[src/rtl/sata_link_pkg.sv]
// Shared SATA link-layer constants: primitive codes, CRC parameters, responder state encoding,
// and the 32-bit-per-cycle CRC step.
package sata_link_pkg;

  localparam logic [31:0] PrimAlign = 32'h7B4A4ABC;
  localparam logic [31:0] PrimSync  = 32'hB5B5957C;
  localparam logic [31:0] PrimXRdy  = 32'h5757B57C;
  localparam logic [31:0] PrimRRdy  = 32'h4A4A957C;
  localparam logic [31:0] PrimSof   = 32'h3737B57C;
  localparam logic [31:0] PrimEof   = 32'hD5D5B57C;
  localparam logic [31:0] PrimRIp   = 32'h5555B57C;
  localparam logic [31:0] PrimROk   = 32'h3535B57C;
  localparam logic [31:0] PrimRErr  = 32'h5656B57C;
  localparam logic [31:0] PrimWtrm  = 32'h5858B57C;
  localparam logic [31:0] PrimHold  = 32'hD5D5AA7C;
  localparam logic [31:0] PrimHolda = 32'h9595AA7C;
  localparam logic [31:0] PrimCont  = 32'h9999AA7C;

  localparam logic [31:0] CrcPoly = 32'h04C11DB7;
  localparam logic [31:0] CrcInit = 32'h52325032;

  typedef enum logic [2:0] {
    StIdle,
    StRdy,
    StRcv,
    StHoldTx,
    StHoldaTx,
    StChk,
    StResp
  } link_state_e;

  // MSB-first, one data bit per iteration, no reflection or final inversion.
  function automatic logic [31:0] crc32_step(input logic [31:0] crc, input logic [31:0] data);
    logic [31:0] c;
    c = crc;
    for (int i = 31; i >= 0; i--) begin
      if (c[31] ^ data[i]) begin
        c = {c[30:0], 1'b0} ^ CrcPoly;
      end else begin
        c = {c[30:0], 1'b0};
      end
    end
    return c;
  endfunction

endpackage

[src/rtl/sata_crc32.sv]
// Running SATA CRC-32 over one dword per enabled cycle; clear reloads the seed.
module sata_crc32
  import sata_link_pkg::*;
(
  input  logic        clk,
  input  logic        rst,
  input  logic        clr,
  input  logic        en,
  input  logic [31:0] din,
  output logic [31:0] crc
);

  logic [31:0] crc_q;

  always_ff @(posedge clk) begin
    if (rst || clr) begin
      crc_q <= CrcInit;
    end else if (en) begin
      crc_q <= crc32_step(crc_q, din);
    end
  end

  assign crc = crc_q;

endmodule

[src/rtl/sata_dev_link_responder.sv]
// Device-side SATA link receiver: answers host X_RDY, receives one frame, streams payload out
// with back-pressure, checks CRC and length, then returns R_OK or R_ERR.
module sata_dev_link_responder
  import sata_link_pkg::*;
#(
  parameter int unsigned MAX_DW = 2049
) (
  input  logic        clk,
  input  logic        rst,
  input  logic [31:0] rx_data,
  input  logic [3:0]  rx_charisk,
  output logic [31:0] tx_data,
  output logic        tx_charisk,
  output logic [31:0] pl_data,
  output logic        pl_valid,
  input  logic        pl_ready,
  output logic        frame_done,
  output logic        frame_ok
);

  localparam logic [11:0] MaxDwC = 12'(MAX_DW);

  link_state_e state_q;
  logic [31:0] stage_q;
  logic        stage_valid_q;
  logic [31:0] skid_q;
  logic        skid_valid_q;
  logic [11:0] cnt_q;

  logic        rx_prim, rx_is_data, rx_drop;
  logic        rx_sync, rx_xrdy, rx_sof, rx_eof, rx_hold;
  logic        stalled, release_en, emit, crc_clr, frame_good;
  logic [31:0] next_stage, crc_val;
  logic [11:0] cnt_inc;

  assign rx_prim    = (rx_charisk == 4'b0001);
  assign rx_is_data = !rx_prim;
  assign rx_drop    = rx_prim && ((rx_data == PrimAlign) || (rx_data == PrimCont));
  assign rx_sync    = rx_prim && (rx_data == PrimSync);
  assign rx_xrdy    = rx_prim && (rx_data == PrimXRdy);
  assign rx_sof     = rx_prim && (rx_data == PrimSof);
  assign rx_eof     = rx_prim && (rx_data == PrimEof);
  assign rx_hold    = rx_prim && (rx_data == PrimHold);

  assign stalled    = pl_valid && !pl_ready;
  assign tx_charisk = 1'b1;

  // A release pushes the staged dword downstream and folds it into the CRC; the staged dword
  // that is never released (the one held at EOF) is the received CRC.
  always_comb begin
    release_en = 1'b0;
    case (state_q)
      StRcv, StHoldaTx: release_en = rx_is_data && stage_valid_q && !stalled;
      StHoldTx:         release_en = pl_ready && !rx_sync && (skid_valid_q || rx_is_data);
      default:          release_en = 1'b0;
    endcase
  end

  assign next_stage = skid_valid_q ? skid_q : rx_data;
  assign emit       = release_en && (cnt_q < MaxDwC);
  assign cnt_inc    = (cnt_q == 12'hFFF) ? cnt_q : cnt_q + 12'd1;
  assign crc_clr    = (state_q == StRdy) && rx_sof;
  assign frame_good = stage_valid_q && (crc_val == stage_q) &&
                      (cnt_q != 12'd0) && (cnt_q <= MaxDwC);

  sata_crc32 u_crc (
    .clk (clk),
    .rst (rst),
    .clr (crc_clr),
    .en  (release_en),
    .din (stage_q),
    .crc (crc_val)
  );

  always_ff @(posedge clk) begin
    if (rst) begin
      state_q       <= StIdle;
      tx_data       <= PrimSync;
      pl_data       <= 32'h0;
      pl_valid      <= 1'b0;
      frame_done    <= 1'b0;
      frame_ok      <= 1'b0;
      stage_q       <= 32'h0;
      stage_valid_q <= 1'b0;
      skid_q        <= 32'h0;
      skid_valid_q  <= 1'b0;
      cnt_q         <= 12'd0;
    end else begin
      frame_done <= 1'b0;
      frame_ok   <= 1'b0;
      if (pl_valid && pl_ready) pl_valid <= 1'b0;

      if (release_en) begin
        cnt_q        <= cnt_inc;
        stage_q      <= next_stage;
        skid_valid_q <= 1'b0;
        if (emit) begin
          pl_data  <= stage_q;
          pl_valid <= 1'b1;
        end
      end

      case (state_q)
        StIdle: begin
          if (rx_xrdy) begin
            state_q <= StRdy;
            tx_data <= PrimRRdy;
          end
        end
        StRdy: begin
          if (rx_sof) begin
            state_q       <= StRcv;
            tx_data       <= PrimRIp;
            cnt_q         <= 12'd0;
            stage_q       <= 32'h0;
            stage_valid_q <= 1'b0;
            skid_valid_q  <= 1'b0;
          end else if (rx_sync) begin
            state_q <= StIdle;
            tx_data <= PrimSync;
          end
        end
        StRcv, StHoldaTx: begin
          if (rx_sync) begin
            state_q    <= StIdle;
            tx_data    <= PrimSync;
            pl_valid   <= 1'b0;
            frame_done <= 1'b1;
          end else if (rx_eof) begin
            state_q <= StChk;
            tx_data <= PrimRIp;
          end else if (rx_is_data) begin
            if (stage_valid_q && stalled) begin
              // No room downstream: park the new dword and ask the host to pause.
              skid_q       <= rx_data;
              skid_valid_q <= 1'b1;
              state_q      <= StHoldTx;
              tx_data      <= PrimHold;
            end else begin
              if (!stage_valid_q) begin
                stage_q       <= rx_data;
                stage_valid_q <= 1'b1;
              end
              state_q <= StRcv;
              tx_data <= PrimRIp;
            end
          end else if ((state_q == StRcv) && stalled) begin
            state_q <= StHoldTx;
            tx_data <= PrimHold;
          end else if (rx_hold) begin
            state_q <= StHoldaTx;
            tx_data <= PrimHolda;
          end else if ((state_q == StHoldaTx) && rx_prim && !rx_drop) begin
            state_q <= StRcv;
            tx_data <= PrimRIp;
          end
        end
        StHoldTx: begin
          if (rx_sync) begin
            state_q    <= StIdle;
            tx_data    <= PrimSync;
            pl_valid   <= 1'b0;
            frame_done <= 1'b1;
          end else if (pl_ready) begin
            state_q <= StRcv;
            tx_data <= PrimRIp;
          end else if (rx_is_data && !skid_valid_q) begin
            skid_q       <= rx_data;
            skid_valid_q <= 1'b1;
          end
        end
        StChk: begin
          state_q    <= StResp;
          frame_done <= 1'b1;
          frame_ok   <= frame_good;
          tx_data    <= frame_good ? PrimROk : PrimRErr;
        end
        StResp: begin
          if (rx_sync) begin
            state_q <= StIdle;
            tx_data <= PrimSync;
          end
        end
        default: begin
          state_q <= StIdle;
          tx_data <= PrimSync;
        end
      endcase
    end
  end

endmodule

[config.mk]
export PLATFORM = sky130hd
export DESIGN_NAME = sata_dev_link_responder
export DESIGN_NICKNAME = d
export VERILOG_FILES = /design/src/rtl/sata_link_pkg.sv /design/src/rtl/sata_crc32.sv /design/src/rtl/sata_dev_link_responder.sv
export SDC_FILE = /design/constraint.sdc
export NUM_CORES = 1
export LEC_CHECK = 0
export CELL_PAD_IN_SITES_DETAIL_PLACEMENT = 0
export CELL_PAD_IN_SITES_GLOBAL_PLACEMENT = 1
export CORE_MARGIN = 3
export CORE_UTILIZATION = 41
export CTS_CLUSTER_DIAMETER = 120
export DETAILED_ROUTE_END_ITERATION = 16
export PLACE_DENSITY = 0.86
export RECOVER_POWER = 25
export SLEW_MARGIN = 5
export SYNTH_ARGS = -nofsm -noshare
export SYNTH_HDL_FRONTEND = slang
export SYNTH_HIERARCHICAL = 1
export SYNTH_SLANG_ARGS = --single-unit
[constraint.sdc]
create_clock -name clk -period 3.5 [get_ports clk]
set_clock_uncertainty 0.05 [all_clocks]
set_input_delay 0.525 -clock clk [delete_from_list [all_inputs] [get_ports clk]]
set_output_delay 0.525 -clock clk [all_outputs]
set_load 0.01 [all_outputs]
## After elaboration in Yosys (flattened, before gate mapping)

Cells that the tools add are included.
Widths: inputs -> output; s select.

- Eq/ne operators: 28
- Shift operators: 0
- Add/sub/neg operators: 1
- Bitwise gates (word level): 65
- Muxes and demuxes: 166
- Div/mod/pow operators: 0
- Multiply operators: 0
- Reduce and logical (&&, ||, !) cells: 42
- Magnitude comparators: 2

Operators by type and width:

| operator | number |
|---|---|
| $mux 32 | 89 |
| $mux 27 | 32 |
| $not 14->14 | 32 |
| $pmux 32 s6 | 1 |
| $eq 32x32->1 const B | 4 |
| $pmux 32 s2 | 2 |
| $eq 32x31->1 const B | 2 |
| $mux 12 | 4 |
| $mux 3 | 11 |
| $eq 32x30->1 const B | 1 |
| $eq 32x32->1 | 1 |
| $xor 1x1->1 | 32 |
| $mux 31 | 1 |
| $logic_and 1x1->1 | 22 |
| $mux 1 | 21 |
| $ne 2x2->1 const B | 10 |
| $pmux 3 s6 | 1 |
| $add 12x1->12 const B | 1 |
| $eq 12x12->1 const B | 1 |
| $le 12x12->1 const B | 1 |
| $lt 12x12->1 const B | 1 |
| $reduce_bool 12->1 | 1 |
| $eq 3x3->1 const B | 3 |
| $reduce_and 8->1 | 1 |
| 17 further kinds | 29 |

- Bits in read-only memories: 0
- Bits in latches: 0
- Logic and storage cells: 316
- Memories kept: 0
- Bits in writable memories: 0
- Input port bits: 39
- Bits in registers: 180

## Longest topological paths before layout

Gate-level depths: netlist of run 1.

- Depth after elaboration: 130
- Depth in mapped cells: 11

## Hierarchy

Netlist of run 1, hierarchy kept.

By module, submodules not included:

| module | cells each | area each (um^2) | instances |
|---|---|---|---|
| sata_dev_link_responder | 871 | 7278.2 | 1 |
| sata_crc32 | 382 | 4315.4 | 1 |

## Worst setup path after synthesis of run 1

No wires, ideal clock.

- Path type: reg-to-reg
- Start point: reg u_crc.crc_q[28] (netlist: u_crc/crc[28])
- End point: reg u_crc.crc_q[11] (netlist: u_crc/crc[11])
- Setup slack: -0.404 ns
- Cell stages (with the launch flop): 10
- Arrival: 3.766 ns
- Path buffers: 0
- Data required time: 3.362 ns
- Path through: dfxtp_1 xnor2_4 xnor3_2 xor2_4 xnor3_2 xnor3_1 xnor3_2 xnor3_2 or2_1 a311oi_2

- Word-level cells in the longest chain between the ends: 98
- Elaborated cells between the ends (all ways): 131
- Classes of those cells: mux: 91; bitwise: 40

Ends and longest elaborated chain:

| item | line | text |
|---|---|---|
| from (decl) | sata_crc32.sv:13 | `logic [31:0] crc_q;` |
| from (signal assigned) | sata_crc32.sv:17 | `crc_q <= CrcInit;` |
| from (signal assigned) | sata_crc32.sv:19 | `crc_q <= crc32_step(crc_q, din);` |
| $mux 32 * | sata_crc32.sv:18 | `end else if (en) begin` |
| $mux 32 * | sata_crc32.sv:16 | `if (rst \|\| clr) begin` |
| $mux 32 * | sata_crc32.sv:18 |  |
| $mux 32 * | sata_crc32.sv:16 |  |
| $mux 32 * | sata_crc32.sv:18 |  |
| $mux 32 * | sata_crc32.sv:16 |  |
| $xor 1x1->1 * | sata_link_pkg.sv:37 | `if (c[31] ^ data[i]) begin` |
| $mux 27 * | sata_link_pkg.sv:37 |  |
| [82 not listed] | n/a |  |
| $mux 32 * | sata_crc32.sv:18 |  |
| $mux 32 * | sata_crc32.sv:16 |  |
| $not 14->14 (no line) (tied with other cells) | n/a |  |
| $mux 27 / $mux 32 (equally long branches) | sata_link_pkg.sv:37, sata_crc32.sv:16 |  |
| $mux 32 * | sata_crc32.sv:18 |  |
| $mux 32 * | sata_crc32.sv:16 |  |
| $not 14->14 (no line) / $xor 1x1->1 (equally long branches) | n/a |  |
| $mux 27 * | sata_link_pkg.sv:37 |  |

Mark *: on every way between the ends. The rest lies on a longest branch, timed or not. The select of a mux whose other input is x is not followed.
A chain may end at the register's enable or synchronous reset.

## Worst setup path in the final report of run 1

- Start point: reg u_crc.crc_q[29] (netlist: u_crc/crc[29])
- End point: reg u_crc.crc_q[12] (netlist: u_crc/crc[12])

- Word-level cells in the longest chain between the ends: 100
- Elaborated cells between the ends (all ways): 137
- Classes of those cells: mux: 92; bitwise: 45

Ends and longest elaborated chain:

| item | line |
|---|---|
| $mux 32 * | sata_crc32.sv:18 |
| $mux 32 * | sata_crc32.sv:16 |
| $mux 32 * | sata_crc32.sv:18 |
| $mux 32 * | sata_crc32.sv:16 |
| $xor 1x1->1 * | sata_link_pkg.sv:37 |
| $mux 27 * | sata_link_pkg.sv:37 |
| $mux 32 * | sata_crc32.sv:18 |
| $mux 32 * | sata_crc32.sv:16 |
| [84 not listed] | n/a |
| $mux 32 * | sata_crc32.sv:18 |
| $mux 32 * | sata_crc32.sv:16 |
| $not 14->14 (no line) / $xor 1x1->1 (equally long branches) | n/a |
| $mux 27 | sata_link_pkg.sv:37 |
| $mux 32 * | sata_crc32.sv:18 |
| $mux 32 * | sata_crc32.sv:16 |
| $not 14->14 (no line) | n/a |
| $mux 27 * | sata_link_pkg.sv:37 |

Marks and branches as above.

==> impl_metrics.csv, run 1 <==
group,metric,value,unit
power_and_ir_drop,vdd_drop_max,236,uV
placed_design,place.port_buffers,105,
global_route,grt_use_total,24.7,%
power_and_ir_drop,pwr-share-comb,4.1,%
cts,root_buffer,"clkbuf_16",
critical_path,start_kind,"flip-flop",
outcome,violations,"negative setup slack",
layout,final-instance-count-excl-fill,1956,
drt,vias,10700,
worst_hold_path,hp-class,"reg2reg",
placed_design,pre_cts_ws,-0.210,ns
timing,fmax,280,MHz
synthesis,yosys.area.top_type,"dfxtp_1",
worst_hold_path,min_to,"tx_data[19]",
power_and_ir_drop,p_clk_share,46.8,%
synthesis,synth_top_family_by_area,"XOR/XNOR gates",
critical_path,r2r_start,"u_crc/crc[29]",
layout,final.fill_count,2257,
outcome,status,"finished, violations left",
floorplanning,die_w,174,microns
floorplanning,core-area,27400,sq um
drt,wl,39.8,mm
layout,num_antenna_cells,0,
synthesis,synth.avg_cell_area,9.25,sq um
drt,initialDrtViolationCount,976,
critical_path,critPathArrivalTime,3.85,ns
cts,clock_latency,0.43,ns
synthesis,async_flop_share,0,%
power_and_ir_drop,swShare,26.0,%
power_and_ir_drop,p_leak,6.65,nW
synthesis,syn-num-nets,1295,
worst_hold_path,min_path_cells,1,
synthesis,yosys.area_share.adder,0.324,%
synthesis,ys.flop_type,"dfxtp_1",
synthesis,synthesis.area,11600,sq um
drt,routedWlPerCell,20.4,microns
cts,cts_made_buffers,17,
synthesis,synth_compound_area_share,15.7,%
global_route,antenna_found_initial,0,
timing,tightest_slew,0.722,ns
layout,fin_nets,1614,
global_route,grt_pass1_vias,10200,
power_and_ir_drop,power_frac_seq,49.2,%
critical_path,required,3.78,ns
cts,cts_tree,"yes",
critical_path,worstReg2RegEnd,"u_crc/crc[12]",
global_route,grt_pass1_wl,59.2,mm
floorplanning,pin_count,107,
critical_path,reg2reg_depth,13,
timing,drv_slew,0,
timing,slew_headroom,51.7,%
synthesis,netlist_instances,1253,
layout,drive_above_1_share,28.2,%
synthesis,synthMuxAreaShare,3.11,%
synthesis,ys_types,87,
synthesis,ys_seq_area_share,31.1,%
floorplanning,rows,60,
critical_path,crit_start,"u_crc/crc[29]",
synthesis,synth-edff-count,0,
power_and_ir_drop,p_int,3.07,mW
worst_hold_path,hold_start,"tx_data[19]",
power_and_ir_drop,total_power,4.15,mW
drt,drc,0,
floorplanning,dieArea,30300,sq um
critical_path,worstPathMaxFanout,5,
power_and_ir_drop,power.switching,1.08,mW
timing,finalHoldViolCount,0,
timing,setup_ws,-0.0720,ns
cts,clockBufferDepth,2,
placed_design,post-dp-hpwl,29.4,mm
critical_path,worstSetupEndpointType,"flip-flop",
synthesis,synth_top_area_share,31.1,%
job,maxCapViolations,0,
timing,fin_setup_tns,-0.322,ns
cts,cts.sinks,180,
synthesis,synth_seq_cells,180,
critical_path,r2r_setup_slack,-0.07,ns
floorplanning,dieHeight,174,microns
layout,mostFrequentLayoutCells,"buf_4, dfxtp_1, xnor2_1",
synthesis,synth_area_leaders,"dfxtp_1, xnor2_1, xor2_1",
timing,rsz0062_at_grt,"yes",
synthesis,yosys.area_share.simple,15.3,%
drt,final_antenna_net_count,0,
placed_design,dpl.cell_count,1889,
timing,setup_viol,10,
global_route,grt-ovfl-total,0,
timing,finalCriticalPeriod,3.57,ns
cts,htree_levels,4,
synthesis,synth_xor_area_share,30.7,%
cts,clkTransAtPathRegs,0.08,ns
placed_design,gp_congestion,0.979,
drt,viasPerCell,5.49,
critical_path,crit_type,"reg2reg",
power_and_ir_drop,p_per_area,255,nW/um^2
global_route,grt_max_degree,62,
layout,area_growth_syn_to_layout,40.6,%
timing,min_period_over_period,102,%
layout,layout_commonest_cell,"buf_4",
synthesis,yosys_warnings,6,
floorplanning,initial_core_util,42.3,%
drt,dr.pass1.iters,5,
layer usage:
| layer | track usage (%) | up-vias | wire (microns) |
|---|---|---|---|
| met5 | 0 | - | 0 |
| met4 | 7.00 | 0 | 1390 |
| met3 | 3.47 | 86 | 2380 |
| met2 | 40.9 | 481 | 19100 |
| met1 | 33.7 | 5163 | 16900 |
| li1 | - | 5002 | - |
synth_stat cells, types with 15 or more instances:
| library cell | n |
|---|---|
| xnor3_1 | 18 |
| clkbuf_1 | 43 |
| nand3_1 | 15 |
| a21oi_1 | 93 |
| nand2_1 | 95 |
| inv_1 | 38 |
| a2111oi_0 | 23 |
| o21a_1 | 28 |
| mux2i_1 | 36 |
| nor3_1 | 21 |
| nor2_1 | 122 |
| o21ai_0 | 31 |
| dfxtp_1 | 180 |
| nor4_1 | 20 |
| xor2_1 | 63 |
| xnor2_1 | 172 |
metrics by stage:
| stage | hold slack [ns] | area, sq um | util (%) |
|---|---|---|---|
| floorplan | 0.387 | 11700 | - |
| global placement | 0.385 | 14700 | 53.7 |
| detailed placement | 0.392 | 14700 | 53.7 |
| CTS | 0.408 | 15600 | 57.1 |
| global route | 0.422 | 16300 | 59.5 |
| finish | 0.404 | 16300 | 59.5 |
layout make-up:
type	instances	area (sq um)	area share, %
Multi-Input combinational cell	969	8290	50.9
Inverter	38	143	0.875
Clock buffer	17	425	2.61
Timing Repair Buffer	366	3180	19.5
Tap cell	372	465	2.86
Sequential cell	180	3640	22.4
Clock inverter	14	150	0.921
timing repair:
item | in CTS | in global routing
buffers inserted | 19 | 17
hold buffers | 0 | 0
pin swaps | 15 | 32
cloned | 0 | 0
resized for setup | 36 | 82
endpoints found under the setup margin | 28 | 28
power groups by stage:
stage / clock network [mW] / logic (mW) / registers (mW)
floorplan: 0 / 0.0573 / 2.09
global placement: 0 / 0.165 / 2.09
CTS: 1.97 / 0.167 / 2.04
finish: 1.94 / 0.169 / 2.04
detailed placement: 0 / 0.166 / 2.09
global route: 2.05 / 0.180 / 2.04
worst max-delay path by stage:
stage,end,slack (ns)
global route,u_crc/crc[12],-0.17
global placement,stage_q[24],-0.30
floorplan,u_crc/crc[11],0.00008
CTS,u_crc/crc[11],0.002
detailed placement,u_crc/crc[27],-0.21
finish,u_crc/crc[12],-0.07
kinds of logic (layout without fill, tap and decap cells):
family | Yosys count | after routing
simple gates | 359 | 359
compound gates | 269 | 269
flops | 180 | 180
buf+inv | 104 | 435
xor+xnor | 301 | 301
mux | 36 | 36
fa+ha+maj | 3 | 3
other cells | 1 | 1
sequential cells by signal, summed over array words and instances, names as in the netlist:
register	cells
frame_done	1
stage_q	32
pl_valid	1
skid_q	32
skid_valid_q	1
frame_ok	1
u_crc/crc	32
tx_data	32
cnt_q	12
state_q	3
stage_valid_q	1
pl_data	32
critical path: stages (launching register included):
cell and delay [ns]:
dfxtp_2 0.35, xnor2_4 0.23, buf_4 0.19, xnor2_4 0.15
xnor3_4 0.58, xor3_2 0.37, xnor2_4 0.22, buf_4 0.18
xor2_4 0.21, buf_4 0.19, xnor2_4 0.14, xor3_1 0.36
mux2i_1 0.17, nand2_1 0.07
Note: power is estimated with default switching activity, not from simulation.
==> run 2: changes to the inputs <==
Settings changed: SETUP_SLACK_MARGIN set to 0.2, TNS_END_PERCENT set to 30.
==> run 2 against run 1 <==
The flow still finishes with violations (negative setup slack). First-iteration DRC count is 8.2% lower. Highest routed layer unchanged. Critical path type unchanged. Hold slack better by 0.00066 ns. Non-clock buffer count is 7 lower.
==> impl_metrics.csv, run 2 (same netlist as run 1, synthesis figures left out) <==
group,metric,value,unit
outcome,status,"finished, violations left",
outcome,violations,"negative setup slack",
cts,clockBufferDepth,2,
job,maxCapViolations,0,
global_route,grt_use_total,24.7,%
layout,drive_above_1_share,28.1,%
timing,finalCriticalPeriod,3.58,ns
floorplanning,core-area,27400,sq um
critical_path,worstPathMaxFanout,4,
drt,dr.pass1.iters,6,
cts,cts_made_buffers,17,
cts,cts_tree,"yes",
critical_path,crit_type,"reg2reg",
timing,min_period_over_period,102,%
placed_design,dpl.cell_count,1879,
timing,slew_headroom,40.0,%
floorplanning,pin_count,107,
critical_path,r2r_setup_slack,-0.08,ns
floorplanning,die_w,174,microns
drt,wl,38.8,mm
critical_path,slowest_delay,0.49,ns
layout,design_area,16300,sq um
timing,finalHoldViolCount,0,
floorplanning,initial_core_util,42.3,%
global_route,grt_max_degree,88,
power_and_ir_drop,p_per_area,253,nW/um^2
layout,num_antenna_cells,0,
drt,final_antenna_net_count,0,
floorplanning,dieHeight,174,microns
worst_hold_path,min_to,"tx_data[19]",
power_and_ir_drop,p_leak,6.67,nW
global_route,grt-ovfl-total,0,
cts,clkTransAtPathRegs,0.08,ns
critical_path,required,3.76,ns
global_route,grt_pass1_vias,10100,
placed_design,gp_congestion,0.923,
cts,clock_latency,0.44,ns
floorplanning,dieArea,30300,sq um
layout,layout_commonest_cell,"buf_4",
critical_path,worstSetupEndpointType,"flip-flop",
critical_path,reg2reg_depth,14,
global_route,antenna_found_initial,0,
critical_path,critical_path.cell_chain,"xnor2_4, buf_6, xnor2_4, xor3_2, xor3_2, xnor2_4, buf_4, xor2_4, buf_4, xnor2_1, buf_4, xnor2_2, xnor2_2, a21oi_1",
layout,final-instance-count-excl-fill,1949,
placed_design,post-dp-hpwl,28.8,mm
floorplanning,rows,60,
placed_design,place.port_buffers,105,
critical_path,critPathBufInv,4,
critical_path,start_kind,"flip-flop",
timing,setup_viol,12,
layout,mostFrequentLayoutCells,"buf_4, dfxtp_1, nor2_1",
drt,viasPerCell,5.39,
timing,rsz0062_at_grt,"yes",
drt,vias,10500,
cts,cts.sinks,180,
worst_hold_path,min_path_cells,1,
drt,routedWlPerCell,19.9,microns
worst_hold_path,hp-class,"reg2reg",
placed_design,pre_cts_ws,-0.413,ns
placed_design,post_dp_cell_area,14700,sq um
cts,htree_levels,4,
critical_path,critPathArrivalTime,3.84,ns
drt,drc,0,
timing,holdWs,0.404,ns
timing,tightest_slew,0.877,ns
global_route,grt_pass1_wl,59.0,mm
critical_path,worstReg2RegEnd,"u_crc/crc[26]",
timing,drv_slew,0,
cts,root_buffer,"clkbuf_16",
timing,fin_setup_tns,-0.411,ns
timing,fmax,279,MHz
layout,fin_nets,1607,
critical_path,r2r_start,"stage_q[26]",
power_and_ir_drop,vdd_drop_max,305,uV
timing,setup_ws,-0.0800,ns
critical_path,crit_path_top_delay_cell,"xor3_2",
critical_path,cp_top_family,"XOR/XNOR gates",
drt,initialDrtViolationCount,896,
worst_hold_path,hold_start,"tx_data[19]",
layout,area_growth_syn_to_layout,40.3,%
==> run 2: through the flow <==
stage               total power, mW  util [%]
finish                         4.11      59.3
detailed placement             2.25      53.7
global placement               2.25      53.7
global route                   4.25      59.3
CTS                            4.14      58.3
floorplan                      2.15         -
==> run 2: area by class of cell <==
class | count | area, sq um
fillers | 2294 | 11100
multi-input cells | 969 | 8300
flip-flops and latches | 180 | 3630
repair buffers | 359 | 3140
well taps | 372 | 465
clock buffers | 17 | 425
clock inverters | 14 | 153
inverters | 38 | 143
==> run 2: repair_timing <==
| action | in CTS | in global routing |
|---|---|---|
| gates cloned | 0 | 0 |
| hold endpoints to repair | 0 | 0 |
| pin swaps | 43 | 16 |
| setup buffers | 31 | 8 |
| resized for setup | 65 | 37 |
| hold buffers | 0 | 0 |
| setup endpoints to repair | 34 | 44 |
==> run 2: power by group <==
| group | total, mW | internal [mW] | switching [mW] |
|---|---|---|---|
| clock | 1.90 | 0.959 | 0.945 |
| sequential | 2.04 | 2.04 | 0.0000000266 |
| combinational | 0.163 | 0.0711 | 0.0918 |
==> run 2: worst max-delay path by stage <==
| stage | depth (start not counted) | end | from |
|---|---|---|---|
| floorplan | 9 | u_crc/crc[11] | stage_q[30] |
| global placement | 8 | stage_q[22] | rx_data[1] |
| detailed placement | 8 | stage_q[22] | rx_data[1] |
| CTS | 14 | u_crc/crc[24] | stage_q[31] |
| global route | 14 | u_crc/crc[26] | stage_q[25] |
| finish | 14 | u_crc/crc[26] | stage_q[26] |
==> run 2: per-layer routing <==
layer / share of wire (%) / global-route usage [%]
met5: 0 / 0
met4: 2.8 / 6.57
met3: 5.1 / 2.95
met2: 49 / 41.7
met1: 44 / 33.7
==> run 2: worst register-to-register path, delay by kind of cell (launching register included) <==
family / cells / cell delay (ns)
AOI/OAI and AO/OA: 1 / 0.12
xor gates and xnor gates: 9 / 2.26
buffers and inverters: 4 / 0.66
DFF: 1 / 0.37
==> run 3: changes to the inputs <==
Settings changed: CORE_MARGIN 3 to unset.
==> run 3 against run 2 <==
The run still ends with negative setup slack left. Total power rose by 0.19%. Cell count grew 1.1%. Final area rose by 4.3%. Fmax fell by 1.2%. Critical path type unchanged. Largest cell class unchanged. Largest power group unchanged. Non-clock buffer count is 14 higher. Combinational power rose by 2%.
==> impl_metrics.csv, run 3 (same netlist as run 1, synthesis figures left out) <==
group,metric,value,unit
outcome,violations,"negative setup slack",
layout,drive_above_1_share,31.3,%
layout,area_growth_syn_to_layout,46.3,%
critical_path,critPathArrivalTime,3.92,ns
global_route,grt_max_degree,67,
layout,design_area,17000,sq um
layout,utilization,61.1,%
floorplanning,pin_count,107,
floorplanning,dieArea,29000,sq um
critical_path,required,3.79,ns
global_route,grt_use_total,26.9,%
critical_path,r2r_setup_slack,-0.12,ns
critical_path,r2r_start,"stage_q[16]",
timing,rsz0062_at_grt,"yes",
cts,cts_tree,"yes",
drt,initialDrtViolationCount,870,
critical_path,crit_type,"reg2reg",
drt,routedWlPerCell,20.6,microns
floorplanning,core-area,27800,sq um
floorplanning,rows,61,
placed_design,post_dp_cell_area,14700,sq um
timing,setup_viol,9,
job,maxCapViolations,0,
critical_path,start_kind,"flip-flop",
global_route,grt_pass1_vias,10300,
timing,slew_headroom,40.4,%
timing,finalHoldViolCount,0,
critical_path,reg2reg_depth,12,
cts,cts_hold_buf,0,
layout,num_antenna_cells,0,
timing,min_period_over_period,104,%
drt,wl,40.5,mm
placed_design,place.port_buffers,105,
floorplanning,initial_core_util,41.7,%
floorplanning,dieHeight,170,microns
timing,holdWs,0.405,ns
worst_hold_path,min_path_cells,1,
placed_design,post-dp-hpwl,28.8,mm
cts,htree_levels,4,
timing,fmax,276,MHz
cts,root_buffer,"clkbuf_16",
power_and_ir_drop,p_leak,6.88,nW
floorplanning,die_w,170,microns
power_and_ir_drop,vdd_drop_max,381,uV
timing,fin_setup_tns,-0.448,ns
cts,cts_made_buffers,17,
cts,cts.sinks,180,
drt,dr.pass1.iters,5,
outcome,status,"finished, violations left",
drt,final_antenna_net_count,0,
timing,finalCriticalPeriod,3.62,ns
power_and_ir_drop,p_per_area,243,nW/um^2
layout,fin_nets,1621,
critical_path,worstSetupEndpointType,"flip-flop",
global_route,grt-ovfl-total,0,
drt,drc,0,
placed_design,gp_congestion,0.986,
timing,tightest_slew,0.893,ns
critical_path,crit_start,"stage_q[16]",
layout,mostFrequentLayoutCells,"buf_4, dfxtp_1, nor2_1",
critical_path,worstReg2RegEnd,"u_crc/crc[11]",
cts,clockBufferDepth,2,
critical_path,setup.worst_path.end,"u_crc/crc[11]",
cts,clkTransAtPathRegs,0.08,ns
timing,setup_ws,-0.124,ns
drt,viasPerCell,5.42,
critical_path,worstPathMaxFanout,3,
timing,drv_slew,0,
global_route,antenna_found_initial,0,
layout,layout_commonest_cell,"buf_4",
cts,clock_latency,0.44,ns
worst_hold_path,hold_start,"tx_data[31]",
global_route,grt_pass1_wl,59.0,mm
drt,vias,10700,
worst_hold_path,hp-class,"reg2reg",
[run 3: cell count changes in the layout (fill, tap and decap cells not counted), sizes merged]
cell,previous run,this run
dlygate4sd3,55,58
clkdlybuf4s50,49,46
clkinvlp,0,1
inv,49,47
clkinv,3,5
buf,255,269
[run 3: cell type report]
class	instances	area [sq um]
repair buffers	373	3380
flip-flops and latches	180	3660
clock buffers	17	425
multi-input cells	969	8730
well taps	378	473
inverters	38	143
clock inverters	15	156
fillers	2250	10800
[run 3: worst min path at each step]
stage	end	slack (ns)
after floorplan	skid_q[0]	0.39
after global placement	tx_data[17]	0.38
after detailed placement	tx_data[19]	0.39
after CTS	skid_q[31]	0.41
after global routing	skid_q[0]	0.43
final	tx_data[31]	0.40
[run 3: what timing repair did]
action                                 CTS  global route
endpoints found under the hold margin    0             0
resized for setup                      119            83
pin swaps                               70            50
setup endpoints to repair               37            41
setup buffers                           32            23
[run 3: critical path, cell delays in order, from the launching register on]
cell,delay (ns)
dfxtp_1,0.38
xnor2_2,0.26
buf_4,0.17
xor3_2,0.48
xor3_2,0.48
xnor2_4,0.21
buf_4,0.16
xnor3_1,0.37
xnor2_1,0.24
buf_4,0.18
xnor2_1,0.08
or2_1,0.25
a311oi_2,0.21
[run 3: per-layer routing]
metal,vias to the layer above,wire length (microns),track usage (%)
li1,5011,-,-
met1,5140,16600,34.2
met2,411,19600,44.5
met3,119,2320,4.49
met4,0,2000,12.7
met5,-,0,0
[run 3: report_power, final]
group | switching (mW) | leakage, nW | internal (mW)
combinational | 0.0931 | 5.13 | 0.0737
sequential | 0.0000000333 | 1.46 | 2.04
clock | 0.955 | 0.285 | 0.958
[run 3: through the flow]
step,setup slack (ns),power (mW),std cells
floorplan,0.000938,2.15,1253
global placement,-0.487,2.25,1883
detailed placement,-0.438,2.26,1883
CTS,-0.00326,4.14,1947
global route,-0.197,4.23,1970
finish,-0.124,4.12,1970
